File: src/rtl/shift_add_datapath.sv
// shift_add_datapath
//   Datapath for the sequential shift-add multiplier. It is controlled by the
//   multiplier FSM and returns `done` to it. It holds the operand registers,
//   the accumulator (carry in the MSB), the lower multiplier/product register,
//   the iteration counter and the held result.
//
//   Optional build macro: SIGNED_OPERANDS_EN
//     defined   - a_in/b_in are two's complement. Magnitudes are multiplied,
//                 and the captured product is negated when the signs differ.
//     undefined - operands are unsigned.
//
// Ports
//   clk         in   clock, rising edge
//   rst         in   synchronous active-high clear of acc/lo/cnt
//   enableFFin  in   capture a_in/b_in (also accepted while rst is high)
//   enableFijo  in   init: lo <= multiplier, acc <= 0, cnt <= 0
//   load        in   conditional add of the multiplicand into acc
//   shift       in   shift {acc,lo} right by one, count the iteration
//   a_in        in   multiplicand [WIDTH]
//   b_in        in   multiplier   [WIDTH]
//   done        out  last iteration in progress (cnt == WIDTH-1)
//   product     out  held result of the last completed multiply [2*WIDTH]

module shift_add_datapath #(
  parameter int WIDTH = 8
) (
  input  logic               clk,
  input  logic               rst,
  input  logic               enableFFin,
  input  logic               enableFijo,
  input  logic               load,
  input  logic               shift,
  input  logic [WIDTH-1:0]   a_in,
  input  logic [WIDTH-1:0]   b_in,
  output logic               done,
  output logic [2*WIDTH-1:0] product
);

  localparam int CW = $clog2(WIDTH + 1);
  localparam logic [CW-1:0] CNT_LAST = CW'(WIDTH - 1);
  localparam logic [CW-1:0] CNT_MAX  = CW'(WIDTH);

  logic [WIDTH-1:0]   a_r;
  logic [WIDTH-1:0]   b_r;
  logic [WIDTH:0]     acc;
  logic [WIDTH-1:0]   lo;
  logic [CW-1:0]      cnt;
  logic [2*WIDTH-1:0] post_shift;
  logic [2*WIDTH-1:0] result;
  logic               capture;

`ifdef SIGNED_OPERANDS_EN
  localparam logic [WIDTH-1:0]   ONE_W  = 1;
  localparam logic [2*WIDTH-1:0] ONE_2W = 1;

  logic neg_r;

  // The most negative input maps to 2^(WIDTH-1). That value still fits
  // in WIDTH unsigned bits.
  function automatic logic [WIDTH-1:0] magnitude(input logic [WIDTH-1:0] v);
    return v[WIDTH-1] ? (~v + ONE_W) : v;
  endfunction

  always_ff @(posedge clk) begin
    if (enableFFin) begin
      a_r   <= magnitude(a_in);
      b_r   <= magnitude(b_in);
      neg_r <= a_in[WIDTH-1] ^ b_in[WIDTH-1];
    end
  end

  assign result = neg_r ? (~post_shift + ONE_2W) : post_shift;
`else
  // The operands are deliberately left out of rst. The controller holds rst
  // high while idle, and the operands are captured in that state.
  always_ff @(posedge clk) begin
    if (enableFFin) begin
      a_r <= a_in;
      b_r <= b_in;
    end
  end

  assign result = post_shift;
`endif

  assign done = (cnt == CNT_LAST);

  // This is the low 2*WIDTH bits of ({acc,lo} >> 1), i.e. the value that
  // {acc[WIDTH-1:0], lo} holds after this edge's shift.
  assign post_shift = {acc, lo[WIDTH-1:1]};

  assign capture = !rst && !enableFijo && shift && done;

  // Exactly one action per edge: rst > enableFijo > shift > load.
  always_ff @(posedge clk) begin
    if (rst) begin
      acc <= '0;
      lo  <= '0;
      cnt <= '0;
    end else if (enableFijo) begin
      acc <= '0;
      lo  <= b_r;
      cnt <= '0;
    end else if (shift) begin
      acc <= {1'b0, acc[WIDTH:1]};
      lo  <= {acc[0], lo[WIDTH-1:1]};
      // A shift past the final iteration still moves the data, but the
      // counter stops so that done cannot fire again.
      if (cnt != CNT_MAX) begin
        cnt <= cnt + 1'b1;
      end
    end else if (load) begin
      if (lo[0]) begin
        acc <= acc + {1'b0, a_r};
      end
    end
  end

  // The result survives rst, so it stays readable while the controller idles.
  always_ff @(posedge clk) begin
    if (capture) begin
      product <= result;
    end
  end

endmodule

File: config.mk
export PLATFORM = sky130hd
export DESIGN_NAME = shift_add_datapath
export DESIGN_NICKNAME = d
export VERILOG_FILES = /design/src/rtl/shift_add_datapath.sv
export SDC_FILE = /design/constraint.sdc
export NUM_CORES = 1
export LEC_CHECK = 0
export ABC_AREA = 1
export CORE_MARGIN = 8
export CORE_UTILIZATION = 40
export CTS_CLUSTER_SIZE = 8
export DETAILED_ROUTE_END_ITERATION = 16
export RECOVER_POWER = 50
export SLEW_MARGIN = 30
export SYNTH_ARGS = -nofsm -noshare
export SYNTH_HDL_FRONTEND = slang
export SYNTH_SLANG_ARGS = --single-unit
File: constraint.sdc
create_clock -name clk -period 3.1 [get_ports clk]
set_input_delay 0.62 -clock clk [delete_from_list [all_inputs] [get_ports clk]]
set_output_delay 0.62 -clock clk [all_outputs]
set_load 0.01 [all_outputs]
## After elaboration in Yosys (flattened, before gate mapping)

Cells that the tools add are included.

| storage, ports and cells | value |
|---|---|
| register bits | 53 |
| bits in latches | 0 |
| bits in writable memories | 0 |
| memory bits (read-only) | 0 |
| input bits | 22 |
| output and inout port bits | 17 |
| word-level logic and storage cells | 29 |
| memories kept | 0 |

| operators by class | value |
|---|---|
| add/sub/neg operators | 2 |
| multiply operators | 0 |
| div/mod/pow operators | 0 |
| magnitude comparators | 0 |
| eq/ne operators | 2 |
| shifts and indexed selects | 0 |
| multiplexer cells | 5 |
| bitwise operators | 0 |
| reduce and logical (&&, ||, !) cells | 13 |

Operators by type and width:

| kind | count |
|---|---|
| two-way mux 8 bit | 5 |
| adder 9 x 8 -> 9 bit | 1 |
| AND reduction 2 bit | 3 |
| nonzero test 2 bit | 3 |
| adder 4 x 1 -> 4 bit, second input constant | 1 |
| equality test 4 x 3 -> 1 bit, second input constant | 1 |
| != test 4 bit, second input constant | 1 |
| logical AND 1 bit | 3 |
| OR reduction 3 bit | 1 |
| zero test 1 bit | 2 |
| OR reduction 2 bit | 1 |

## Longest topological paths before layout

Gate-level depths: netlist of the first run.

| logic depth | value |
|---|---|
| word-level depth | 4 |
| depth in mapped cells | 10 |
| gate-level depth less buffers | 10 |

## Least setup slack after synthesis of the first run

Ideal clock, no wire load.

| timing path | value |
|---|---|
| path type | reg-to-reg |
| start | register cnt[0] |
| end | register product[0], enable pin |
| library setup time | 0.388 ns |
| data arrival time | 1.624 ns |
| data required time | 2.712 ns |
| setup slack | 1.088 ns |
| cell stages (with the launch flop) | 6 |
| path buffers | 0 |
| clock period less this slack | 2.012 ns |
| path through | dfxtp_1 > ha_1 > inv_1 > nor3_1 > nand2_1 > nor2_1 |

| on the way | value |
|---|---|
| word-level cells in the longest chain between the ends | 2 |

Ends and longest elaborated chain:

| element | line | source |
|---|---|---|
| start, declared | 47 | `logic [CW-1:0] cnt;` |
| start signal, assigned | 110 | `cnt <= cnt + 1'b1;` |
| equality test 4 x 3 -> 1 bit | 86 | `assign done = (cnt == CNT_LAST);` |
| named net done | 35 | `output logic done,` |
| logical AND 1 bit | 92 | `assign capture = !rst && !enableFijo && shift && done;` |
| named net capture | 50 | `logic capture;` |
| end signal, assigned | 122 | `product <= result;` |
| end, declared | 36 | `output logic [2*WIDTH-1:0] product` |

The timed path passes the listed nets, and every way through them passes these cells.
A chain may end at the register's enable or synchronous reset.

## Worst setup path in the final report of the first run

| timing path | value |
|---|---|
| start | input port shift |
| end | register lo[0] |

| on the way | value |
|---|---|
| word-level cells in the longest chain between the ends | 1 |

Ends and longest elaborated chain:

| element | line | source |
|---|---|---|
| start, declared | 32 | `input logic shift,` |
| nonzero test 2 bit (no source line) | -- |  |
| end signal, assigned | 102 | `lo <= b_r;` |
| end signal, assigned | 106 | `lo <= {acc[0], lo[WIDTH-1:1]};` |
| end, declared | 46 | `logic [WIDTH-1:0] lo;` |

No other way between the ends.

==> impl_metrics.csv, run 1 <==
group,metric,value,unit
outcome,run_status,"complete, no violations",
power,powerDensity,453,nW/µm²
logic_synthesis,synth_area_leader_cell,"edfxtp_1",
worst_setup_path,cp.arrival,2720,ps
die,row_count,27,
logic_synthesis,synth.top_cell.area_share,41.7,%
logic_synthesis,synth_seq_cells,53,
detailed_routing,top_layer,"met4",
die,die_width,91.9,µm
worst_setup_path,cp_slowest_cell,"clkinvlp_2",
detailed_routing,dr_wl_met2,1900,µm
clock_network,cts.clk_slew.worst_paths,110,ps
sta,final.setup.worst_slack,609,ps
clock_network,cts_resized,0,
global_routing,grt_use_total,11.0,%
final_layout,drive_gt1_share,7.01,%
global_routing,grt_pass1_wl,7480,µm
worst_setup_path,r2r_end,"product[14]",
logic_synthesis,ys_warn_count,0,
sta,min_period,2490,ps
clock_network,clkLatencyLatePin,310,ps
logic_synthesis,ys_seq_area_share,59.9,%
clock_network,clk_path_buf_depth,2,
worst_setup_path,setup.worst_path.start,"shift",
final_layout,layout.nets,303,
logic_synthesis,avgSynthCellArea,10.2,µm²
sta,clock_skew,11.8,ps
sta,worstMarginPinSlew,800,ps
placed_design,dp_hpwl,3340,µm
power,p_leak,1.08,nW
worst_hold_path,hold_depth,0,
clock_network,cts_max_level,2,
sta,max_freq,0.401,GHz
flow_run,drv_cap,0,
detailed_routing,viasPerCell,4.76,
sta,tns,0,ps
detailed_routing,vias,1631,
global_routing,grt_max_degree,19,
global_routing,grt_pass1_vias,1615,
die,core-area,5540,µm²
worst_setup_path,cp-end-kind,"register",
worst_setup_path,path_common_cell,"nand2_1",
worst_hold_path,worstHoldEndpoint,"product[2]",
global_routing,grt_overflow,0,
sta,fin_crit_sh,80.4,%
worst_setup_path,required,3330,ps
final_layout,syn_to_final_growth,23.1,%
worst_setup_path,start_kind,"primary input",
worst_setup_path,cpPeakStageDelay,570,ps
worst_setup_path,path_cells,"clkdlybuf4s50_1, clkbuf_1, clkinvlp_2, nand2_1, inv_2, nand2_1, nand3_1, nand2_1, inv_1",
worst_setup_path,path_buf_inv,5,
worst_setup_path,cp_top_family,"buffers and inverters",
detailed_routing,drt-total-wl,4440,µm
worst_setup_path,ff2ff_setup_slack,1260,ps
die,die_y,91.9,µm
detailed_routing,met1_length,2160,µm
clock_network,ctsRootBufferMaster,"clkbuf_8",
worst_hold_path,hold_class,"register to register",
final_layout,antenna_cells,0,
detailed_routing,dr.pass1.iters,4,
die,ioPinCount,39,
detailed_routing,met3_length,319,µm
power,fin_total_pwr,1.29,mW
sta,hold_viol,0,
worst_setup_path,rr_startpoint,"cnt[0]",
placed_design,dp_slack,510,ps
sta,maxSlewViolCount,0,
clock_network,cts_tree,"done",
sta,slew-limit-headroom,46.5,%
clock_network,post_cts_buffers,0,
logic_synthesis,syn_inst,226,
die,die_area,8450,µm²
logic_synthesis,netlist_area,2310,µm²
detailed_routing,wl_per_cell,13.0,µm
sta,rsz0062_at_grt,"false",
worst_setup_path,r2r_cells,6,
placed_design,place_congestion,0.801,
clock_network,cts.sink_count,53,
die,start_util,41.6,%
global_routing,antenna_found_initial,0,
detailed_routing,drtAntennaViolNets,0,
logic_synthesis,yosys-top-cells-area,"edfxtp_1 (42%), dfxtp_1 (18%), nand2_1 (8.3%)",
worst_setup_path,crit_type,"primary input to register",
clock_network,postCtsHoldBufs,0,
detailed_routing,drc,0,
logic_synthesis,synthDistinctLibCells,26,
worst_setup_path,crit_fanout,13,
placed_design,place.port_buffers,38,
worst_hold_path,hold_start,"lo[3]",
sta,setup_viol,0,
clock_network,cts_buffers,5,
detailed_routing,drtIter0Drc,90,
logic_synthesis,syn_nets,259,
power,ir_drop,0.000210,V
==> cells in the mapped netlist <==
| cell | instances |
|---|---|
| nand2_1 | 51 |
| a31oi_1 | 6 |
| nand3b_1 | 3 |
| xor2_1 | 2 |
| o21ai_2 | 1 |
| nor2_2 | 2 |
| ha_1 | 10 |
| o21ai_0 | 6 |
| nor2_1 | 5 |
| o221ai_1 | 3 |
| dfxtp_1 | 21 |
| nor3_1 | 6 |
| o21ai_1 | 2 |
| a21oi_1 | 13 |
| nand2_2 | 2 |
| inv_6 | 1 |
| nand3_2 | 1 |
| buf_6 | 3 |
| fa_1 | 1 |
| inv_2 | 4 |
| edfxtp_1 | 32 |
| o22ai_1 | 4 |
| nand3_1 | 11 |
| or2_2 | 1 |
| inv_1 | 32 |
| a211oi_1 | 3 |
==> worst max-delay path by stage <==
stage | endpoint | slack [ps] | cells after the start
2_1_floorplan | product[0] | 1090 | 5
3_3_place_gp | product[0] | 540 | 5
3_5_place_dp | product[0] | 510 | 5
4_1_cts | done | 760 | 4
5_1_grt | lo[0] | 330 | 9
6_report | lo[0] | 610 | 9
==> per-layer routing <==
| layer | track usage [%] | up-vias |
|---|---|---|
| met5 | 0 | - |
| met1 | 14.1 | 725 |
| met4 | 4.03 | 0 |
| met3 | 4.07 | 7 |
| met2 | 16.4 | 47 |
| li1 | - | 852 |
==> stage by stage <==
stage	util, %	instance area [µm²]	instances	hold WS [ps]
after detailed placement	49.8	2760	335	422
after global placement	49.8	2760	335	414
after floorplan	-	2310	226	408
after CTS	51.5	2850	343	448
after global routing	51.2	2840	343	470
final	51.2	2840	343	447
==> state kept, by name (all words and copies together) (netlist names) <==
name     count
cnt          4
a_r          8
b_r          8
lo           8
product     16
acc          9
==> kinds of logic (layout without fill, tap and decap cells) <==
family | after synthesis | count (layout) | share of synthesized area [%]
xor gates and xnor gates | 2 | 2 | 0.760
buffers and inverters | 40 | 85 | 7.70
adders and majority gates | 11 | 11 | 6.29
AOI/OAI and AO/OA | 38 | 38 | 9.77
and+or+nand+nor | 82 | 82 | 15.6
DFF | 53 | 53 | 59.9
==> where the power goes <==
part | switching (mW) | internal [mW]
logic | 0.0534 | 0.0428
clock network | 0.241 | 0.163
registers | 0.0130 | 0.774
total | 0.307 | 0.980
==> layout by cell type (no fill, tap or decap), types with 4 or more instances in the layout <==
master / count
nand2_1: 52
ha_1: 10
inv_2: 4
clkbuf_8: 5
a21oi_1: 13
dlygate4sd3_1: 17
nand3_1: 11
inv_1: 32
nor2_1: 6
o21ai_0: 6
a31oi_1: 6
edfxtp_1: 32
dfxtp_1: 21
clkdlybuf4s50_1: 21
nor3_1: 6
o22ai_1: 4
==> area by class of cell <==
class | count | area [µm²]
clock buffers | 5 | 68.8
clock inverters | 3 | 25.0
fillers | 539 | 2700
inverters | 37 | 140
multi-input cells | 133 | 742
flip-flops and latches | 53 | 1380
well taps | 72 | 90.1
repair buffers | 40 | 392
No activity file was read; power rests on OpenSTA's default activity.
==> run 2: changes to the inputs <==
==> constraint.sdc (replaced) <==
create_clock -name clk -period 2.44 [get_ports clk]
set_input_delay 0.488 -clock clk [delete_from_list [all_inputs] [get_ports clk]]
set_output_delay 0.488 -clock clk [all_outputs]
set_load 0.01 [all_outputs]
==> run 2 against run 1 <==
Against the previous run: clock-buffer cell count unchanged; first-iteration DRC count up 52%; routed wire length increased by 1.2%; highest routed layer unchanged; critical endpoint is now done.
==> impl_metrics.csv, run 2 (synthesis gave the netlist of run 1 again) <==
group,metric,value,unit
sta,fin_crit_sh,90.6,%
power,p_leak,1.10,nW
power,netSwitchingFraction,24.0,%
worst_setup_path,path_buf_inv,2,
final_layout,largestRegisters,"product x16, acc x9",
die,row_count,27,
clock_network,clkLatencyLatePin,310,ps
final_layout,syn_to_final_growth,24.4,%
worst_setup_path,start_kind,"register",
final_layout,largest-register,"product",
worst_setup_path,crit_fanout,2,
worst_setup_path,required,1950,ps
clock_network,cts.clk_slew.worst_paths,100,ps
global_routing,antenna_found_initial,0,
power,seqPwrFrac,60.7,%
die,core-area,5540,µm²
flow_run,drv_cap,0,
die,die_width,91.9,µm
worst_setup_path,cp_top_family,"buffers and inverters",
detailed_routing,viasPerCell,4.69,
die,ioPinCount,39,
final_layout,final_common_cell,"nand2_1",
worst_setup_path,cp_slowest_cell,"clkdlybuf4s50_1",
final_layout,drive_gt1_share,8.03,%
worst_setup_path,crit_type,"register to primary output",
die,die_area,8450,µm²
detailed_routing,drc,0,
final_layout,layout.nets,306,
detailed_routing,drtAntennaViolNets,0,
clock_network,post_cts_buffers,0,
detailed_routing,drtIter0Drc,137,
detailed_routing,vias,1623,
global_routing,busiest_layer,"met2",
power,power_frac_clock,31.5,%
detailed_routing,dr.pass1.iters,4,
sta,slew-limit-headroom,36.8,%
clock_network,postCtsHoldBufs,0,
global_routing,grt_max_degree,19,
clock_network,cts_max_level,2,
worst_setup_path,path_cells,"ha_1, inv_1, nor3_1, clkdlybuf4s50_1",
sta,setup_viol,0,
global_routing,use_met3,4.40,%
worst_hold_path,hold_class,"register to register",
power,power_frac_comb,7.8,%
final_layout,final_cells,346,
global_routing,grt_pass1_wl,7400,µm
sta,worstMarginPinSlew,949,ps
outcome,run_status,"complete, no violations",
clock_network,cts_buffers,5,
global_routing,grt_use_total,10.8,%
final_layout,final_cell_mix,"nand2_1 (52), inv_1 (33), edfxtp_1 (32)",
detailed_routing,drt-total-wl,4500,µm
sta,min_period,2210,ps
clock_network,cts_resized,0,
global_routing,grt_use_met1,14.1,%
clock_network,cts_tree,"done",
worst_setup_path,cp-end-kind,"primary output",
worst_setup_path,cpPeakStageDelay,610,ps
clock_network,cts.sink_count,53,
global_routing,grt_pass1_vias,1574,
final_layout,seqCellArea,1380,µm²
placed_design,place.port_buffers,38,
power,switchingPower,395,µW
global_routing,grt_overflow,0,
placed_design,dp.cells,338,
final_layout,fin_util,51.8,%
final_layout,largest_reg_flops,16,
placed_design,place_congestion,0.827,
die,die_y,91.9,µm
sta,maxSlewViolCount,0,
power,ir_drop,0.000370,V
global_routing,grtUsageMet2,15.7,%
sta,tns,0,ps
power,p_int,1.25,mW
sta,rsz0062_at_grt,"false",
sta,clock_skew,3.72,ps
sta,max_freq,0.452,GHz
placed_design,dp_hpwl,3360,µm
clock_network,ctsRootBufferMaster,"clkbuf_8",
sta,hold_viol,0,
final_layout,multi_input_area,744,µm²
detailed_routing,wl_per_cell,13.0,µm
worst_setup_path,cp.arrival,1720,ps
final_layout,antenna_cells,0,
worst_setup_path,ff2ff_setup_slack,680,ps
final_layout,n_fill_cell,529,
die,start_util,41.6,%
power,powerDensity,573,nW/µm²
clock_network,clk_path_buf_depth,2,
run 2: changes by cell type in the layout (fill, tap and decap cells not counted):
cell,change
inv_1,+1
dlygate4sd3_1,+1
inv_2,-1
clkinv_4,-1
nor2_1,-1
clkdlybuf4s50_1,-1
buf_4,+3
inv_6,+2
nor2_2,+1
clkinvlp_2,-1
run 2: area by class of cell:
| type | instances | share of cell area (%) |
|---|---|---|
| multi-input combinational | 133 | 26.0 |
| sequential | 53 | 48.2 |
| timing repair buffer | 43 | 14.4 |
| inverter | 37 | 5.02 |
| tap | 72 | 3.14 |
| clock buffer | 5 | 2.40 |
| clock inverter | 3 | 0.873 |
run 2: power groups by stage:
stage | Sequential (mW) | Clock, mW | Combinational [mW]
3_5_place_dp | 1.02 | 0 | 0.134
6_report | 0.999 | 0.517 | 0.128
2_1_floorplan | 1.01 | 0 | 0.0777
4_1_cts | 0.999 | 0.535 | 0.135
5_1_grt | 1.00 | 0.562 | 0.143
3_3_place_gp | 1.02 | 0 | 0.132
run 2: worst reg2reg max path: cells and delay by family, from the launching register on:
kind                       cells  cell delay [ps]
AOI/OAI and AO/OA              1               60
DFF                            1              380
adders and majority gates      2              640
and+or+nand+nor                4              580
run 2: routing by layer:
metal  vias up  wire length [µm]  share of wire [%]
met5         -                 0                  0
met4         0                57                1.3
met3         7               303                6.7
met2        31              1890                 42
met1       726              2250                 50
li1        859                 -                  -
run 2: path summary, 6_finish.rpt:
path,start,to,depth (start not counted)
max reg2reg,a_r[0],acc[4],7
min reg2reg,lo[7],product[6],0
max,cnt[1],done,4
min,lo[7],product[6],0
run 2: stage by stage:
stage | cell area, µm² | hold WS, ps | setup WS (ps) | power, mW
2_1_floorplan | 2310 | 408 | 428 | 1.09
3_3_place_gp | 2780 | 413 | 378 | 1.15
3_5_place_dp | 2780 | 420 | 378 | 1.15
4_1_cts | 2870 | 446 | 208 | 1.67
5_1_grt | 2870 | 461 | 114 | 1.71
6_report | 2870 | 445 | 229 | 1.64
